## src/rtl/tdc_capture_if.sv

```systemverilog
// Sample/result bundle between the DCO sampler front end and the TDC capture block.
// The capture block uses the slave modport. The sampler or the bench uses the master modport.
interface tdc_capture_if #(
  parameter int CNTW = 7,
  parameter int PHW  = 16
);
  logic            en;
  logic            tdc_pd;
  logic [CNTW-1:0] counter_in;
  logic [PHW-1:0]  phase_in;
  logic [11:0]     tdc_word;
  logic            tdc_valid;
  logic            phase_err;

  modport master (
    output en, tdc_pd, counter_in, phase_in,
    input  tdc_word, tdc_valid, phase_err
  );

  modport slave (
    input  en, tdc_pd, counter_in, phase_in,
    output tdc_word, tdc_valid, phase_err
  );
endinterface

```

## src/rtl/tdc_capture.sv

```systemverilog
// Turns DCO ripple-counter and thermometer-phase samples into a fractional count of DCO periods per reference cycle.
// Stage 1 registers the raw sample. Stage 2 differences the decoded position against the previous one.
module tdc_capture #(
  parameter int CNTW  = 7,
  parameter int PHW   = 16,
  parameter int FINEW = 4
) (
  input  logic         clk,
  input  logic         rst_n,
  tdc_capture_if.slave bus
);

  localparam int PW       = CNTW + FINEW;
  localparam int FINE_MAX = (1 << FINEW) - 1;

  typedef enum logic [1:0] {
    IDLE  = 2'd0,
    PRIME = 2'd1,
    RUN   = 2'd2
  } state_t;

  // Length of the unbroken run of ones starting at tap 0, clipped to the width of the fine field.
  function automatic logic [FINEW-1:0] fine_decode(input logic [PHW-1:0] ph);
    int   n;
    logic in_run;
    n      = 0;
    in_run = 1'b1;
    for (int i = 0; i < PHW; i++) begin
      if (in_run && ph[i]) begin
        n = n + 1;
      end else begin
        in_run = 1'b0;
      end
    end
    if (n > FINE_MAX) begin
      return FINEW'(FINE_MAX);
    end else begin
      return FINEW'(n);
    end
  endfunction

  // A clean code has the form 0..01..1. Adding one gives a power of two (or zero when every bit is set).
  function automatic logic therm_bubble(input logic [PHW-1:0] ph);
    return ((ph & (ph + PHW'(1))) != '0);
  endfunction

  state_t            r_state;
  state_t            w_state_nxt;
  logic              w_prime;
  logic              w_run;
  logic [CNTW-1:0]   r_cnt_s;
  logic [PHW-1:0]    r_ph_s;
  logic [PW-1:0]     r_p_last;
  logic [FINEW-1:0]  r_fine_last;
  logic [11:0]       r_tdc_word;
  logic              r_tdc_valid;
  logic              r_phase_err;
  logic [FINEW-1:0]  w_fine_raw;
  logic              w_bubble;
  logic [FINEW-1:0]  w_fine;
  logic [PW-1:0]     w_pos;
  logic [PW-1:0]     w_diff;

  assign w_fine_raw = fine_decode(r_ph_s);
  assign w_bubble   = therm_bubble(r_ph_s);
  assign w_fine     = w_bubble ? r_fine_last : w_fine_raw;
  assign w_pos      = {r_cnt_s, w_fine};
  assign w_diff     = w_pos - r_p_last;

  // State register
  always_ff @(posedge clk or negedge rst_n) begin
    if (!rst_n) begin
      r_state <= IDLE;
    end else begin
      r_state <= w_state_nxt;
    end
  end

  // Next state and datapath strobes. Power-down overrides every state while enabled.
  always_comb begin
    w_state_nxt = r_state;
    w_prime     = 1'b0;
    w_run       = 1'b0;
    if (bus.en) begin
      if (bus.tdc_pd) begin
        w_state_nxt = IDLE;
      end else begin
        case (r_state)
          IDLE: begin
            w_state_nxt = PRIME;
          end
          PRIME: begin
            w_state_nxt = RUN;
            w_prime     = 1'b1;
          end
          RUN: begin
            w_state_nxt = RUN;
            w_run       = 1'b1;
          end
          default: begin
            w_state_nxt = IDLE;
          end
        endcase
      end
    end else begin
      w_state_nxt = r_state;
    end
  end

  // Sample capture, position history and registered outputs. Valid and error flags are single-cycle pulses.
  always_ff @(posedge clk or negedge rst_n) begin
    if (!rst_n) begin
      r_cnt_s     <= '0;
      r_ph_s      <= '0;
      r_p_last    <= '0;
      r_fine_last <= '0;
      r_tdc_word  <= 12'h000;
      r_tdc_valid <= 1'b0;
      r_phase_err <= 1'b0;
    end else if (bus.en) begin
      r_cnt_s     <= bus.counter_in;
      r_ph_s      <= bus.phase_in;
      r_tdc_valid <= w_run;
      r_phase_err <= w_run & w_bubble;
      if (w_prime || w_run) begin
        r_p_last <= w_pos;
        if (!w_bubble) begin
          r_fine_last <= w_fine_raw;
        end
      end
      if (w_run) begin
        r_tdc_word <= 12'(w_diff);
      end
    end else begin
      r_tdc_valid <= 1'b0;
      r_phase_err <= 1'b0;
    end
  end

  assign bus.tdc_word  = r_tdc_word;
  assign bus.tdc_valid = r_tdc_valid;
  assign bus.phase_err = r_phase_err;

endmodule

```

## src/flat_wrapper.sv

```systemverilog
// flat-port wrapper written by rule: the top's interface ports become plain ports
module tdc_capture_flat 
#(
  parameter int CNTW  = 7,
  parameter int PHW   = 16,
  parameter int FINEW = 4
)
  (clk, rst_n, bus_en, bus_tdc_pd, bus_counter_in, bus_phase_in, bus_tdc_word, bus_tdc_valid, bus_phase_err);
  tdc_capture_if #(.CNTW(CNTW), .PHW(PHW)) bus_i ();
  input  logic clk;
  input  logic rst_n;
  input wire logic [$bits(bus_i.en)-1:0] bus_en;
  input wire logic [$bits(bus_i.tdc_pd)-1:0] bus_tdc_pd;
  input wire logic [$bits(bus_i.counter_in)-1:0] bus_counter_in;
  input wire logic [$bits(bus_i.phase_in)-1:0] bus_phase_in;
  output wire logic [$bits(bus_i.tdc_word)-1:0] bus_tdc_word;
  output wire logic [$bits(bus_i.tdc_valid)-1:0] bus_tdc_valid;
  output wire logic [$bits(bus_i.phase_err)-1:0] bus_phase_err;
  assign bus_i.en = bus_en;
  assign bus_i.tdc_pd = bus_tdc_pd;
  assign bus_i.counter_in = bus_counter_in;
  assign bus_i.phase_in = bus_phase_in;
  assign bus_tdc_word = bus_i.tdc_word;
  assign bus_tdc_valid = bus_i.tdc_valid;
  assign bus_phase_err = bus_i.phase_err;
  tdc_capture #(.CNTW(CNTW), .PHW(PHW), .FINEW(FINEW)) u_core (.clk(clk), .rst_n(rst_n), .bus(bus_i));
endmodule
```

## config.mk

```make
export PLATFORM = sky130hd
export DESIGN_NAME = tdc_capture_flat
export DESIGN_NICKNAME = d
export VERILOG_FILES = /design/src/rtl/tdc_capture_if.sv /design/src/rtl/tdc_capture.sv /design/src/flat_wrapper.sv
export SDC_FILE = /design/constraint.sdc
export NUM_CORES = 1
export LEC_CHECK = 0
export ABC_AREA = 1
export BUFFER_PORTS_ARGS = -buffer_cell sky130_fd_sc_hd__buf_2
export CAP_MARGIN = 30
export CORE_UTILIZATION = 54
export CTS_CLUSTER_DIAMETER = 80
export CTS_CLUSTER_SIZE = 30
export DETAILED_ROUTE_END_ITERATION = 12
export MAX_ROUTING_LAYER = met4
export PLACE_DENSITY_LB_ADDON = 0.2
export SLEW_MARGIN = 20
export SYNTH_ARGS = -nofsm -noshare
export SYNTH_HDL_FRONTEND = slang
export SYNTH_SLANG_ARGS = --single-unit
```

## constraint.sdc

```tcl
create_clock -name clk -period 8.9 [get_ports clk]
set_input_delay 0.89 -clock clk [delete_from_list [all_inputs] [get_ports clk]]
set_output_delay 0.89 -clock clk [all_outputs]
set_load 0.005 [all_outputs]
```

; ---- After elaboration in Yosys (flattened, before gate mapping)
; Cells that the tools add are included.
[classes]
shifts = 0
mul = 0
n_mux = 43
n_eq_ne = 2
n_lt_le_gt_ge = 1
n_bitwise = 2
add_sub_neg = 17
div_mod_pow = 0
n_reduce_logical = 21
[op_table]
columns = op, count
row1 = $add 32x2->32 const B, 15
row2 = $mux 32, 15
row3 = $gt 32x5->1 const B, 1
row4 = $mux 1, 24
row5 = $add 16x1->16 const B, 1
row6 = $and 16x16->16, 1
row7 = $reduce_bool 16->1, 1
row8 = $logic_and 1x1->1, 15
row9 = $sub 11x11->11, 1
row10 = $mux 4, 2
row11 = $pmux 2 s2, 1
row12 = $reduce_and 2->1, 2
row13 = $eq 2x1->1 const B, 1
row14 = $eq 2x2->1 const B, 1
row15 = $logic_not 2->1, 1
row16 = $mux 2, 1
row17 = $reduce_or 2->1, 1
row18 = $and 1x1->1, 1
row19 = $logic_or 1x1->1, 1
[word_totals]
mem_count = 0
inputBits = 27
regBits = 53
latch_bits = 0
romBits = 0
mem_bits_rw = 0

; ---- Depth between registers and ports, before layout
; Gate-level depths: netlist of the first run.
[depth]
word_depth = 35
mapped_depth = 67
ltp_nobuf = 67

; ---- Least setup slack after synthesis of the first run
; No wires, ideal clock.
[synth_path]
kind = register to register
from = register u_core.r_ph_s[2]
to = register u_core.r_tdc_word[10], in the netlist u_core.bus.tdc_word[10]
stages_incl_launch_ff = 67
n_path_buf = 0
t_arrival_ps = 9155
setup_ps = 134
path_slack_ps = -388
path_cell_list = dfrtp_1 -> nand2_1 -> inv_2 -> nor2_1 -> ha_1 -> nand2_1 -> nand2_1 -> ha_1 -> inv_1 -> nand2_1 -> nand2_1 -> inv_1 -> ha_1 -> nand2_1 -> nand2_1 -> ha_1 -> or2_2 -> and2_1 -> [... 31 more ...] -> nand3_1 -> nand2_1 -> ha_1 -> inv_1 -> fa_1 -> a21oi_1 -> nor2_1 -> nor2_1 -> o21ai_0 -> inv_1 -> nor2_1 -> nor2_1 -> nor2_1 -> nor2_1 -> o21bai_1 -> a21oi_1 -> xor2_1 -> o21ai_0
[synth_between]
elab_chain_len = 32
word_cells_on_any_way = 61
[synth_rtl]
columns = item, line_no
row1 = start: declaration, tdc_capture.sv:52  ; logic [PHW-1:0] r_ph_s;
row2 = start signal: assignment, tdc_capture.sv:122  ; r_ph_s <= bus.phase_in;
row3 = $logic_and 1x1->1, tdc_capture.sv:29  ; if (in_run && ph[i]) begin
row4 = $mux 32 / $mux 1 (equally long branches), tdc_capture.sv:29
row5 = $add 32x2->32 / $logic_and 1x1->1 (equally long branches), "tdc_capture.sv:30, tdc_capture.sv:29"
row6 = $mux 32 / $mux 1 (equally long branches), tdc_capture.sv:29
row7 = $add 32x2->32 / $logic_and 1x1->1 (equally long branches), "tdc_capture.sv:30, tdc_capture.sv:29"
row8 = $mux 32 / $mux 1 (equally long branches), tdc_capture.sv:29
row9 = $add 32x2->32 / $logic_and 1x1->1 (equally long branches), "tdc_capture.sv:30, tdc_capture.sv:29"
row10 = $mux 32 / $mux 1 (equally long branches), tdc_capture.sv:29
row11 = [... 16 more ...], --
row12 = $add 32x2->32 / $logic_and 1x1->1 (equally long branches), "tdc_capture.sv:30, tdc_capture.sv:29"
row13 = $mux 32 / $mux 1 (equally long branches), tdc_capture.sv:29
row14 = $add 32x2->32 / $logic_and 1x1->1 (equally long branches), "tdc_capture.sv:30, tdc_capture.sv:29"
row15 = $mux 32, tdc_capture.sv:29
row16 = $gt 32x5->1, tdc_capture.sv:35  ; if (n > FINE_MAX) begin
row17 = $mux 4, tdc_capture.sv:35
row18 = $mux 4 (*), tdc_capture.sv:66  ; assign w_fine = w_bubble ? r_fine_last : w_fine_raw;
row19 = $sub 11x11->11 (*), tdc_capture.sv:68  ; assign w_diff = w_pos - r_p_last;
row20 = end signal: assignment, tdc_capture.sv:132  ; r_tdc_word <= 12'(w_diff);
row21 = end: declaration, tdc_capture.sv:55  ; logic [11:0] r_tdc_word;
; Every way passes the cells marked *; elsewhere a longest branch is shown, timed or not.
; A chain may end at the register's enable or synchronous reset.

; ---- Worst setup path in the final report of the first run
[layout_path]
from = register u_core.r_ph_s[3]
to = register u_core.r_fine_last[0]
[layout_between]
elab_chain_len = 29
word_cells_on_any_way = 56
[layout_rtl]
columns = item, line_no
row1 = $logic_and 1x1->1, tdc_capture.sv:29
row2 = $mux 32 / $mux 1 (equally long branches), tdc_capture.sv:29
row3 = $add 32x2->32 / $logic_and 1x1->1 (equally long branches), "tdc_capture.sv:30, tdc_capture.sv:29"
row4 = $mux 32 / $mux 1 (equally long branches), tdc_capture.sv:29
row5 = $add 32x2->32 / $logic_and 1x1->1 (equally long branches), "tdc_capture.sv:30, tdc_capture.sv:29"
row6 = $mux 32 / $mux 1 (equally long branches), tdc_capture.sv:29
row7 = $add 32x2->32 / $logic_and 1x1->1 (equally long branches), "tdc_capture.sv:30, tdc_capture.sv:29"
row8 = $mux 32 / $mux 1 (equally long branches), tdc_capture.sv:29
row9 = [... 13 more ...], --
row10 = $mux 32 / $mux 1 (equally long branches), tdc_capture.sv:29
row11 = $add 32x2->32 / $logic_and 1x1->1 (equally long branches), "tdc_capture.sv:30, tdc_capture.sv:29"
row12 = $mux 32 / $mux 1 (equally long branches), tdc_capture.sv:29
row13 = $add 32x2->32 / $logic_and 1x1->1 (equally long branches), "tdc_capture.sv:30, tdc_capture.sv:29"
row14 = $mux 32, tdc_capture.sv:29
row15 = $gt 32x5->1, tdc_capture.sv:35
row16 = $mux 4, tdc_capture.sv:35
row17 = $mux 4 (*), --
row18 = end signal: assignment, tdc_capture.sv:128  ; r_fine_last <= w_fine_raw;
row19 = end: declaration, tdc_capture.sv:54  ; logic [FINEW-1:0] r_fine_last;
; Marked as above.

==> results of run 1 <==
-- layout by cell type (no fill, tap or decap), types with 3 or more instances in the layout --
master and instances:
ha_4 15, or2_4 5, nor2_2 18, dfrtp_1 49
xor2_1 8, clkbuf_8 5, inv_2 21, nand2_2 22
buf_2 39, clkinv_1 4, nand3_1 33, nor2_4 8
inv_1 72, and2_4 3, buf_4 72, o21ai_0 37
nand4_1 10, nand3_4 6, nand2_1 126, ha_1 10
a21oi_1 6, nor2_1 27, o21ai_1 5, nand3_2 13
a21oi_2 3, nand2_4 18
-- what timing repair did --
action,CTS,global route
pin swaps,47,52
gates resized for setup,39,46
buffers inserted,42,8
setup endpoints to repair,7,9
-- final timing paths --
kind                                               startpoint                                 end  slack (ns)
max                              u_core.r_ph_s[3]$_DFFE_PN0P_   u_core.r_fine_last[0]$_DFFE_PN0P_       -0.37
min                        u_core.bus.tdc_word[6]$_DFFE_PN0P_  u_core.bus.tdc_word[6]$_DFFE_PN0P_        0.49
max reg2reg                      u_core.r_ph_s[3]$_DFFE_PN0P_   u_core.r_fine_last[0]$_DFFE_PN0P_       -0.37
min reg2reg                u_core.bus.tdc_word[6]$_DFFE_PN0P_  u_core.bus.tdc_word[6]$_DFFE_PN0P_        0.49
max in group asynchronous                               rst_n        u_core.r_ph_s[8]$_DFFE_PN0P_        7.83
min in group asynchronous                               rst_n  u_core.bus.tdc_word[1]$_DFFE_PN0P_        0.52
-- stage by stage --
step	power [mW]	area, µm²	utilization, %	TNS [ns]	std cells
floorplan	0.4759	3951	-	0	554
global placement	0.5666	4417	63.95	-0.9202	705
detailed placement	0.5783	4437	64.24	-2.312	706
CTS	0.7628	5029	72.81	-0.1479	756
global route	0.8540	5306	76.83	-3.241	763
finish	0.7983	5306	76.83	-1.054	763
-- worst reg2reg max path: cells and delay by family (launching register included) --
family | cells | cell delay (ns)
AO/OA/AOI/OAI | 1 | 0.18
adder cells (fa/ha/maj) | 11 | 2.52
buffers and inverters | 25 | 2.64
flip-flops | 1 | 0.42
AND/OR/NAND/NOR | 32 | 3.43
-- routing by layer --
metal	share of wire [%]	vias to the layer above	track usage (%)
met3	4.0	44	4.834
li1	-	1961	-
met4	3.7	0	10.88
met5	0	-	-
met1	42	1872	32.17
met2	50	144	45.96
-- sequential cells by signal, summed over array words and instances (netlist names) --
signal                flops
u_core.r_cnt_s            7
u_core.bus.tdc_word      11
u_core.bus.tdc_valid      1
u_core.r_fine_last        3
u_core.r_p_last           8
u_core.bus.phase_err      1
u_core.r_ph_s            16
u_core.r_state            2
-- cell usage after synthesis, types with 2 or more instances --
cell,n
o22ai_1,2
nand3_4,4
a21oi_1,10
inv_2,13
inv_1,80
and2_1,3
xor2_1,8
nand3_1,41
dfrtp_1,49
nand4_1,10
nor3_1,2
ha_1,25
nand3_2,7
clkbuf_1,8
nand2_1,145
o21bai_1,2
or2_2,6
nor2_8,2
nand2_4,8
clkinv_2,2
nand2_2,13
clkinv_1,4
nor2_2,10
nor2_4,6
xnor2_1,2
o21ai_0,42
nor2_1,37
-- report_power, final --
| part | internal, mW | total, mW | switching (mW) |
|---|---|---|---|
| registers | 0.269 | 0.295 | 0.0263 |
| logic | 0.172 | 0.359 | 0.187 |
| clock network | 0.0573 | 0.144 | 0.0862 |
| total | 0.499 | 0.798 | 0.299 |
-- area by class of cell --
class	instances	area [µm²]
fill	475	1600
clock buffer	5	68.82
inverter	99	374.1
timing repair buffer	114	778.2
clock inverter	3	26.28
tap	96	120.1
sequential	49	1226
multi-input combinational	397	2713
-- cell families after synthesis --
| kind of cell | after synthesis | synth area share, % |
|---|---|---|
| simple gates | 299 | 39.15 |
| buf+inv | 108 | 10.50 |
| compound gates | 61 | 8.264 |
| flops | 49 | 31.27 |
| fa+ha+maj | 26 | 8.488 |
| xor+xnor | 10 | 2.234 |
| other cells | 1 | 0.09563 |
==> impl_metrics.json, run 1 <==
{
  "outcome": "finished, violations left",
  "violations": "negative setup slack",
  "synthDominantAreaCellType": "dfrtp_1",
  "timing_worst_setup_path_type": "reg -> reg",
  "worstHoldPathType": "reg -> reg",
  "drcViolationCount": 0,
  "cts-root-to-sink-buffers": 2,
  "min_period_over_period_pct": 104.1,
  "cts_made_buffers": 5,
  "finalNetCount": 719,
  "cts_htree_levels": 2,
  "clk_pin_slew_worst_paths_ns": 0.11,
  "synth_cell_area_um2": 3921,
  "holdPathStages": 2,
  "timing.fmax_ghz": 0.1079,
  "cts.root.buffer_cell": "clkbuf_8",
  "synth_edf_count": 0,
  "initial_core_util_pct": 56.78,
  "synth-async-reset-ratio_pct": 100.0,
  "number_of_global_route_vias_before_repair": 3860,
  "ys.warnings.count": 0,
  "synth_area_per_cell_um2": 7.078,
  "pin_count": 41,
  "slew_at_the_pin_closest_to_its_max_slew_limit_ns": 0.7094,
  "grt_pass1_wl_um": 16010,
  "timing.final.hold_violations": 0,
  "worst-path-stages": 69,
  "grt_antenna_before_repair": 0,
  "vias_per_cell": 5.270,
  "dieArea_um2": 7606,
  "dieWidth_um": 87.22,
  "cts_tree": "done",
  "grt_remaining_overflow": 0,
  "finalSetupViolations": 5,
  "grt_start_max_net_pins": 44,
  "synth.net_count": 607,
  "cp.buffers_inverters": 25,
  "cp_top_family": "simple AND/OR/NAND/NOR gates",
  "synth_sequential_area_ratio_pct": 31.27,
  "setup_slack_ns": -0.3682,
  "vdd.ir_drop.worst_uv": 144.2,
  "synth_top_area_share_pct": 31.27,
  "clock_latency_ns": 0.32,
  "critical_path.slowest_cell": "dfrtp_1",
  "detail_route.wl_per_cell_um": 14.24,
  "critPathLaunchType": "flip-flop",
  "power_density_nw_per_um2": 150.4,
  "worst-r2r-cell-count": 69,
  "drive_gt1_share_pct": 39.58,
  "max_slew_margin_pct": 52.39,
  "postRouteAntennaNets": 0,
  "unrepaired_setup_endpoints_after_global_routing": "true",
  "place_ws_ns": -0.6566,
  "synth_cell_type_count": 40,
  "area.growth.synth_to_final_pct": 35.32,
  "maxSlewViolCount": 0,
  "fin_hold_ws_ns": 0.4918,
  "postSynthRegisterBits": 49,
  "critical_path.endpoint_type": "flip-flop",
  "timing.clock.skew_ns": 0.01176,
  "cts-hold-fix-buffers": 0,
  "critical_path_arrival_ns": 9.49,
  "drt_wl_total_um": 10870,
  "crit_path_max_fanout": 3,
  "post-route-min-period_ns": 9.268,
  "drt-pass1-iter-count": 5,
  "antennaDiodeCount": 0,
  "via_count": 4021,
  "slowest_stage_delay_cp_ns": 0.42,
  "drt_iter0_markers": 237,
  "die-height_um": 87.22,
  "synth-main-ff-cell": "dfrtp_1",
  "placementRows": 30,
  "clock_sink_count": 49,
  "grtUsageTotal_pct": 27.19,
  "portBuffers": 39,
  "timing.max_cap.violations": 0,
  "leakagePower_nw": 2.756,
  "finalWeightedCongestion": 0.8452,
  "postSynthCellCount": 554,
  "cp.required_ns": 9.12,
  "synth.area.top_cells": "dfrtp_1 (31%), nand2_1 (14%), ha_1 (8.0%)",
  "core_area_um2": 6907,
  "critical-path-top-cell-by-count": "buf_4",
  "dp_hpwl_um": 6222
}
Note: power is estimated with default switching activity, not from simulation.
==> run 2, diff against run 1 <==
--- a/config.mk
+++ b/config.mk
@@ -6,12 +6,12 @@
 export NUM_CORES = 1
 export LEC_CHECK = 0
 export ABC_AREA = 1
-export BUFFER_PORTS_ARGS = -buffer_cell sky130_fd_sc_hd__buf_2
 export CAP_MARGIN = 30
-export CORE_UTILIZATION = 54
+export CORE_UTILIZATION = 58
 export CTS_CLUSTER_DIAMETER = 80
 export CTS_CLUSTER_SIZE = 30
 export DETAILED_ROUTE_END_ITERATION = 12
+export DONT_BUFFER_PORTS = 1
 export MAX_ROUTING_LAYER = met4
 export PLACE_DENSITY_LB_ADDON = 0.2
 export SLEW_MARGIN = 20
==> impl_metrics.json, run 2 (synthesis gave the netlist of run 1 again) <==
{
  "timing.max_cap.violations": 0,
  "placementRows": 29,
  "crit-reg2reg-capture": "u_core.bus.tdc_word[10]$_DFFE_PN0P_",
  "dp_hpwl_um": 5921,
  "p_total_mw": 0.8382,
  "max_slew_margin_pct": 57.24,
  "initial_core_util_pct": 61.06,
  "place.detailed.instances": 648,
  "worstHoldPathType": "in -> async",
  "drt_iter0_markers": 185,
  "die-height_um": 84.23,
  "cp.buffers_inverters": 9,
  "dieWidth_um": 84.23,
  "grt_busiest_layer": "met2",
  "cp_top_family": "simple AND/OR/NAND/NOR gates",
  "finalNetCount": 665,
  "setup_total_negative_slack_ns": -0.7843,
  "timing.critical_path.to": "u_core.bus.tdc_word[10]$_DFFE_PN0P_",
  "layout.cells.most_common_list": "nand2_1 (129), inv_1 (72), buf_4 (51)",
  "cp.required_ns": 9.08,
  "design_area_um2": 4916,
  "area.growth.synth_to_final_pct": 25.37,
  "timing.final.hold_violations": 0,
  "cts-hold-fix-buffers": 0,
  "grt.met3_usage_pct": 3.933,
  "finalSetupViolations": 5,
  "cts.root.buffer_cell": "clkbuf_8",
  "setup_slack_ns": -0.2768,
  "grt_pass1_wl_um": 14880,
  "worst_r2r_startpoint": "u_core.r_ph_s[3]$_DFFE_PN0P_",
  "largest_register_ff_count": 16,
  "critical_path.endpoint_type": "flip-flop",
  "via_count": 3735,
  "maxSlewViolCount": 0,
  "detail_route.wl_per_cell_um": 13.78,
  "vdd.ir_drop.worst_uv": 185.1,
  "unrepaired_setup_endpoints_after_global_routing": "true",
  "critical_path_arrival_ns": 9.35,
  "leakagePower_nw": 2.517,
  "clk_pin_slew_worst_paths_ns": 0.10,
  "worst-r2r-cell-count": 68,
  "timing.fmax_ghz": 0.1090,
  "finalWeightedCongestion": 0.9191,
  "vias_per_cell": 5.413,
  "core_area_um2": 6422,
  "drive_gt1_share_pct": 33.12,
  "power_density_nw_per_um2": 170.5,
  "grt_start_max_net_pins": 50,
  "slew_at_the_pin_closest_to_its_max_slew_limit_ns": 0.6399,
  "critical-path-top-cell-by-count": "nand2_2",
  "crit_path_max_fanout": 3,
  "clock_latency_ns": 0.31,
  "drt_wl_total_um": 9510,
  "grt_antenna_before_repair": 0,
  "post-route-min-period_ns": 9.177,
  "grtUsageTotal_pct": 26.41,
  "violations": "design-rule violations, negative setup slack",
  "antennaDiodeCount": 0,
  "postRouteAntennaNets": 0,
  "outcome": "finished, violations left",
  "dpl-instance-area_um2": 4205,
  "drt-pass1-iter-count": 9,
  "dieArea_um2": 7094,
  "critPathLaunchType": "flip-flop",
  "use_met1_pct": 33.04,
  "postLayoutCoreUtil_pct": 76.54,
  "min_period_over_period_pct": 103.1,
  "mostFrequentLayoutCell": "nand2_1",
  "slowest_stage_delay_cp_ns": 0.44,
  "portBuffers": 0,
  "timing.clock.skew_ns": 0.01598,
  "clock_sink_count": 49,
  "drcViolationCount": 2,
  "number_of_global_route_vias_before_repair": 3484,
  "fin_hold_ws_ns": 0.2585,
  "critical_path.slowest_cell": "dfrtp_1",
  "cts_tree": "done",
  "pin_count": 41,
  "cts_made_buffers": 5,
  "grt_use_met2_pct": 44.71,
  "cts-root-to-sink-buffers": 2,
  "timing_worst_setup_path_type": "reg -> reg",
  "place_ws_ns": -0.6183,
  "cts_htree_levels": 2,
  "critical_path_source": "u_core.r_ph_s[3]$_DFFE_PN0P_",
  "reg2reg_slack_ns": -0.28,
  "regMostFlops": "u_core.r_ph_s",
  "grt_remaining_overflow": 0,
  "worst-path-stages": 68,
  "layoutNonFillerInstCount": 690,
  "fill_cells": 447
}
## run 2: cell types whose count changed in the layout (fill, tap and decap cells not counted), moves of 3 or more
| cell | delta |
|---|---|
| buf_2 | -39 |
| buf_4 | -21 |
| buf_6 | +7 |
| ha_1 | +3 |
| ha_4 | -4 |
| nand2_1 | +3 |
| nand2_2 | +4 |
| nand2_4 | -7 |
| nor2_1 | +4 |
| nor2_2 | -6 |
## run 2: metal layers
metal | routed length [µm] | vias up
met3 | 409 | 25
met2 | 4675 | 114
met5 | 0 | -
met4 | 209 | 0
li1 | - | 1862
met1 | 4216 | 1734
## run 2: timing repair
item | in CTS | in global routing
pin swaps | 40 | 39
gates resized for setup | 35 | 46
endpoints found under the setup margin | 6 | 9
setup buffers | 27 | 7
## run 2: worst register-to-register path: cells and delay by family, from the launching register on
kind	cells	cell delay, ns
AND/OR/NAND/NOR	38	3.77
buffers and inverters	9	0.57
flip-flops	1	0.44
adder cells (fa/ha/maj)	14	3.39
XOR/XNOR	1	0.17
AO/OA/AOI/OAI	6	0.72
## run 2: how the worst min path moves through the flow
stage / start / end / slack [ns] / cells after the start
final: rst_n / u_core.bus.phase_err$_DFF_PN0_ / 0.26 / 0
after global routing: rst_n / u_core.bus.phase_err$_DFF_PN0_ / 0.25 / 0
after detailed placement: u_core.r_fine_last[2]$_DFFE_PN0P_ / u_core.r_fine_last[2]$_DFFE_PN0P_ / 0.47 / 2
after global placement: u_core.r_p_last[3]$_DFFE_PN0P_ / u_core.r_p_last[3]$_DFFE_PN0P_ / 0.46 / 2
after CTS: rst_n / u_core.r_p_last[8]$_DFFE_PN0P_ / 0.25 / 0
after floorplan: u_core.r_fine_last[1]$_DFFE_PN0P_ / u_core.r_fine_last[1]$_DFFE_PN0P_ / 0.45 / 2
## run 2: power by group
group	total [mW]	leakage, nW	switching [mW]	internal (mW)
sequential	0.301	0.621	0.0318	0.269
combinational	0.399	1.85	0.193	0.206
clock	0.138	0.0447	0.0810	0.0569
total	0.838	2.52	0.306	0.532
## run 2: cell type report
class                           count  area [µm²]  area share [%]
Clock buffer                        5       68.82           1.400
Clock inverter                      3       25.02          0.5090
Inverter                           99       376.6           7.661
Multi-Input combinational cell    397        2639           53.68
Sequential cell                    49        1226           24.94
Tap cell                           77       96.34           1.960
Timing Repair Buffer               60       484.2           9.850
==> run 3, diff against run 2 <==
--- a/config.mk
+++ b/config.mk
@@ -7,6 +7,7 @@
 export LEC_CHECK = 0
 export ABC_AREA = 1
 export CAP_MARGIN = 30
+export CORE_MARGIN = 1.5
 export CORE_UTILIZATION = 58
 export CTS_CLUSTER_DIAMETER = 80
 export CTS_CLUSTER_SIZE = 30
==> impl_metrics.json, run 3 (synthesis gave the netlist of run 1 again) <==
{
  "cts-hold-fix-buffers": 0,
  "drt_wl_total_um": 8786,
  "outcome": "finished, violations left",
  "finalNetCount": 659,
  "antennaDiodeCount": 0,
  "dieArea_um2": 7263,
  "power_density_nw_per_um2": 156.9,
  "placementRows": 29,
  "dieWidth_um": 85.23,
  "timing.final.hold_violations": 0,
  "vias_per_cell": 5.314,
  "number_of_global_route_vias_before_repair": 3433,
  "crit_path_max_fanout": 4,
  "slowest_stage_delay_cp_ns": 0.44,
  "critical_path_arrival_ns": 9.58,
  "cts_made_buffers": 5,
  "postRouteAntennaNets": 0,
  "min_period_over_period_pct": 105.4,
  "dpl-instance-area_um2": 4198,
  "cts_htree_levels": 2,
  "crit-reg2reg-capture": "u_core.r_fine_last[0]$_DFFE_PN0P_",
  "reg2reg_slack_ns": -0.48,
  "violations": "negative setup slack",
  "detail_route.wl_per_cell_um": 12.85,
  "fin_hold_ws_ns": 0.2699,
  "grtUsageTotal_pct": 24.41,
  "initial_core_util_pct": 60.71,
  "setup_slack_ns": -0.4847,
  "cts-root-to-sink-buffers": 2,
  "worst_r2r_startpoint": "u_core.r_ph_s[3]$_DFFE_PN0P_",
  "regMostFlops": "u_core.r_ph_s",
  "grt_antenna_before_repair": 0,
  "design_area_um2": 4815,
  "fill_cells": 468,
  "worstHoldPathType": "in -> async",
  "dp_hpwl_um": 5918,
  "slew_at_the_pin_closest_to_its_max_slew_limit_ns": 0.6214,
  "clock_latency_ns": 0.30,
  "pin_count": 41,
  "cts.root.buffer_cell": "clkbuf_8",
  "finalSetupViolations": 6,
  "clock_sink_count": 49,
  "core_area_um2": 6459,
  "unrepaired_setup_endpoints_after_global_routing": "true",
  "cts_tree": "done",
  "max_slew_margin_pct": 58.29,
  "grt_pass1_wl_um": 14140,
  "vdd.ir_drop.worst_uv": 148.6,
  "drcViolationCount": 0,
  "cp.required_ns": 9.09,
  "place.detailed.instances": 647,
  "area_of_the_multi_input_gates_um2": 2592,
  "worst-r2r-cell-count": 67,
  "area.growth.synth_to_final_pct": 22.78,
  "critical_path.slowest_cell": "dfrtp_1",
  "timing.max_cap.violations": 0,
  "portBuffers": 0,
  "critPathLaunchType": "flip-flop",
  "drive_gt1_share_pct": 31.47,
  "via_count": 3635,
  "maxSlewViolCount": 0,
  "critical-path-top-cell-by-count": "buf_4",
  "timing_worst_setup_path_type": "reg -> reg",
  "layoutNonFillerInstCount": 684,
  "post-route-min-period_ns": 9.385,
  "timing.clock.skew_ns": 0.01525,
  "leakagePower_nw": 2.474,
  "largest_register_ff_count": 16,
  "grt_start_max_net_pins": 50,
  "finalWeightedCongestion": 0.8230,
  "layout.cells.most_common_list": "nand2_1 (130), inv_1 (73), buf_4 (52)",
  "postLayoutCoreUtil_pct": 74.54,
  "grt_remaining_overflow": 0,
  "die-height_um": 85.23,
  "critical_path.endpoint_type": "flip-flop",
  "area.sequential_um2": 1226,
  "clk_pin_slew_worst_paths_ns": 0.09,
  "mostFrequentLayoutCell": "nand2_1",
  "drt-pass1-iter-count": 5,
  "place_ws_ns": -0.6255,
  "timing.fmax_ghz": 0.1066,
  "drt_iter0_markers": 154
}
==> run 3: changes by cell type in the layout (fill, tap and decap cells not counted), sizes merged <==
cell      change
clkinvlp      -1
bufinv        +1
buf           -6
==> run 3: how the worst max path moves through the flow <==
stage | from | endpoint | slack, ns | depth (start not counted)
after floorplan | u_core.r_ph_s[3]$_DFFE_PN0P_ | u_core.bus.tdc_word[10]$_DFFE_PN0P_ | 0.0005 | 66
after global placement | u_core.r_ph_s[3]$_DFFE_PN0P_ | u_core.bus.tdc_word[10]$_DFFE_PN0P_ | -0.34 | 66
after detailed placement | u_core.r_ph_s[3]$_DFFE_PN0P_ | u_core.bus.tdc_word[10]$_DFFE_PN0P_ | -0.63 | 66
after CTS | u_core.r_ph_s[3]$_DFFE_PN0P_ | u_core.bus.tdc_word[10]$_DFFE_PN0P_ | -0.29 | 66
after global routing | u_core.r_ph_s[3]$_DFFE_PN0P_ | u_core.bus.tdc_word[10]$_DFFE_PN0P_ | -0.82 | 66
final | u_core.r_ph_s[3]$_DFFE_PN0P_ | u_core.r_fine_last[0]$_DFFE_PN0P_ | -0.48 | 67
==> run 3: timing repair <==
| item | CTS | global route |
|---|---|---|
| setup endpoints to repair | 7 | 11 |
| setup buffers | 18 | 12 |
| pin swaps | 14 | 43 |
| resized for setup | 12 | 50 |
==> run 3: power by group <==
part,leakage [nW],internal [mW],switching [mW]
registers,0.621,0.269,0.0312
logic,1.79,0.140,0.154
clock network,0.0585,0.0843,0.0771
==> run 3: cell type report <==
cell class,count,area share [%]
timing repair buffer,54,8.576
inverter,99,7.770
multi-input combinational,397,53.85
clock buffer,5,1.429
clock inverter,3,0.9096
tap,77,2.001
sequential,49,25.47
==> run 3: metrics by stage <==
stage | power [mW] | setup TNS (ns)
6_report | 0.7555 | -1.333
5_1_grt | 0.8122 | -4.390
4_1_cts | 0.7276 | -0.8766
3_5_place_dp | 0.5521 | -2.410
3_3_place_gp | 0.5409 | -0.8654
2_1_floorplan | 0.4759 | 0
==> run 3: per-layer routing <==
metal	track usage (%)	wire length [µm]	vias to the layer above	part of all wire [%]
li1	-	-	1838	-
met1	31.42	3969	1693	45
met2	40.76	4291	78	49
met3	3.502	293	26	3.3
met4	5.961	231	0	2.6
met5	-	0	-	0
==> run 3: critical path: cells and delay by family, from the launching register on <==
family	cells	cell delay (ns)
flip-flops	1	0.44
AO/OA/AOI/OAI	1	0.16
adder cells (fa/ha/maj)	12	2.81
AND/OR/NAND/NOR	33	3.64
buffers and inverters	21	2.24
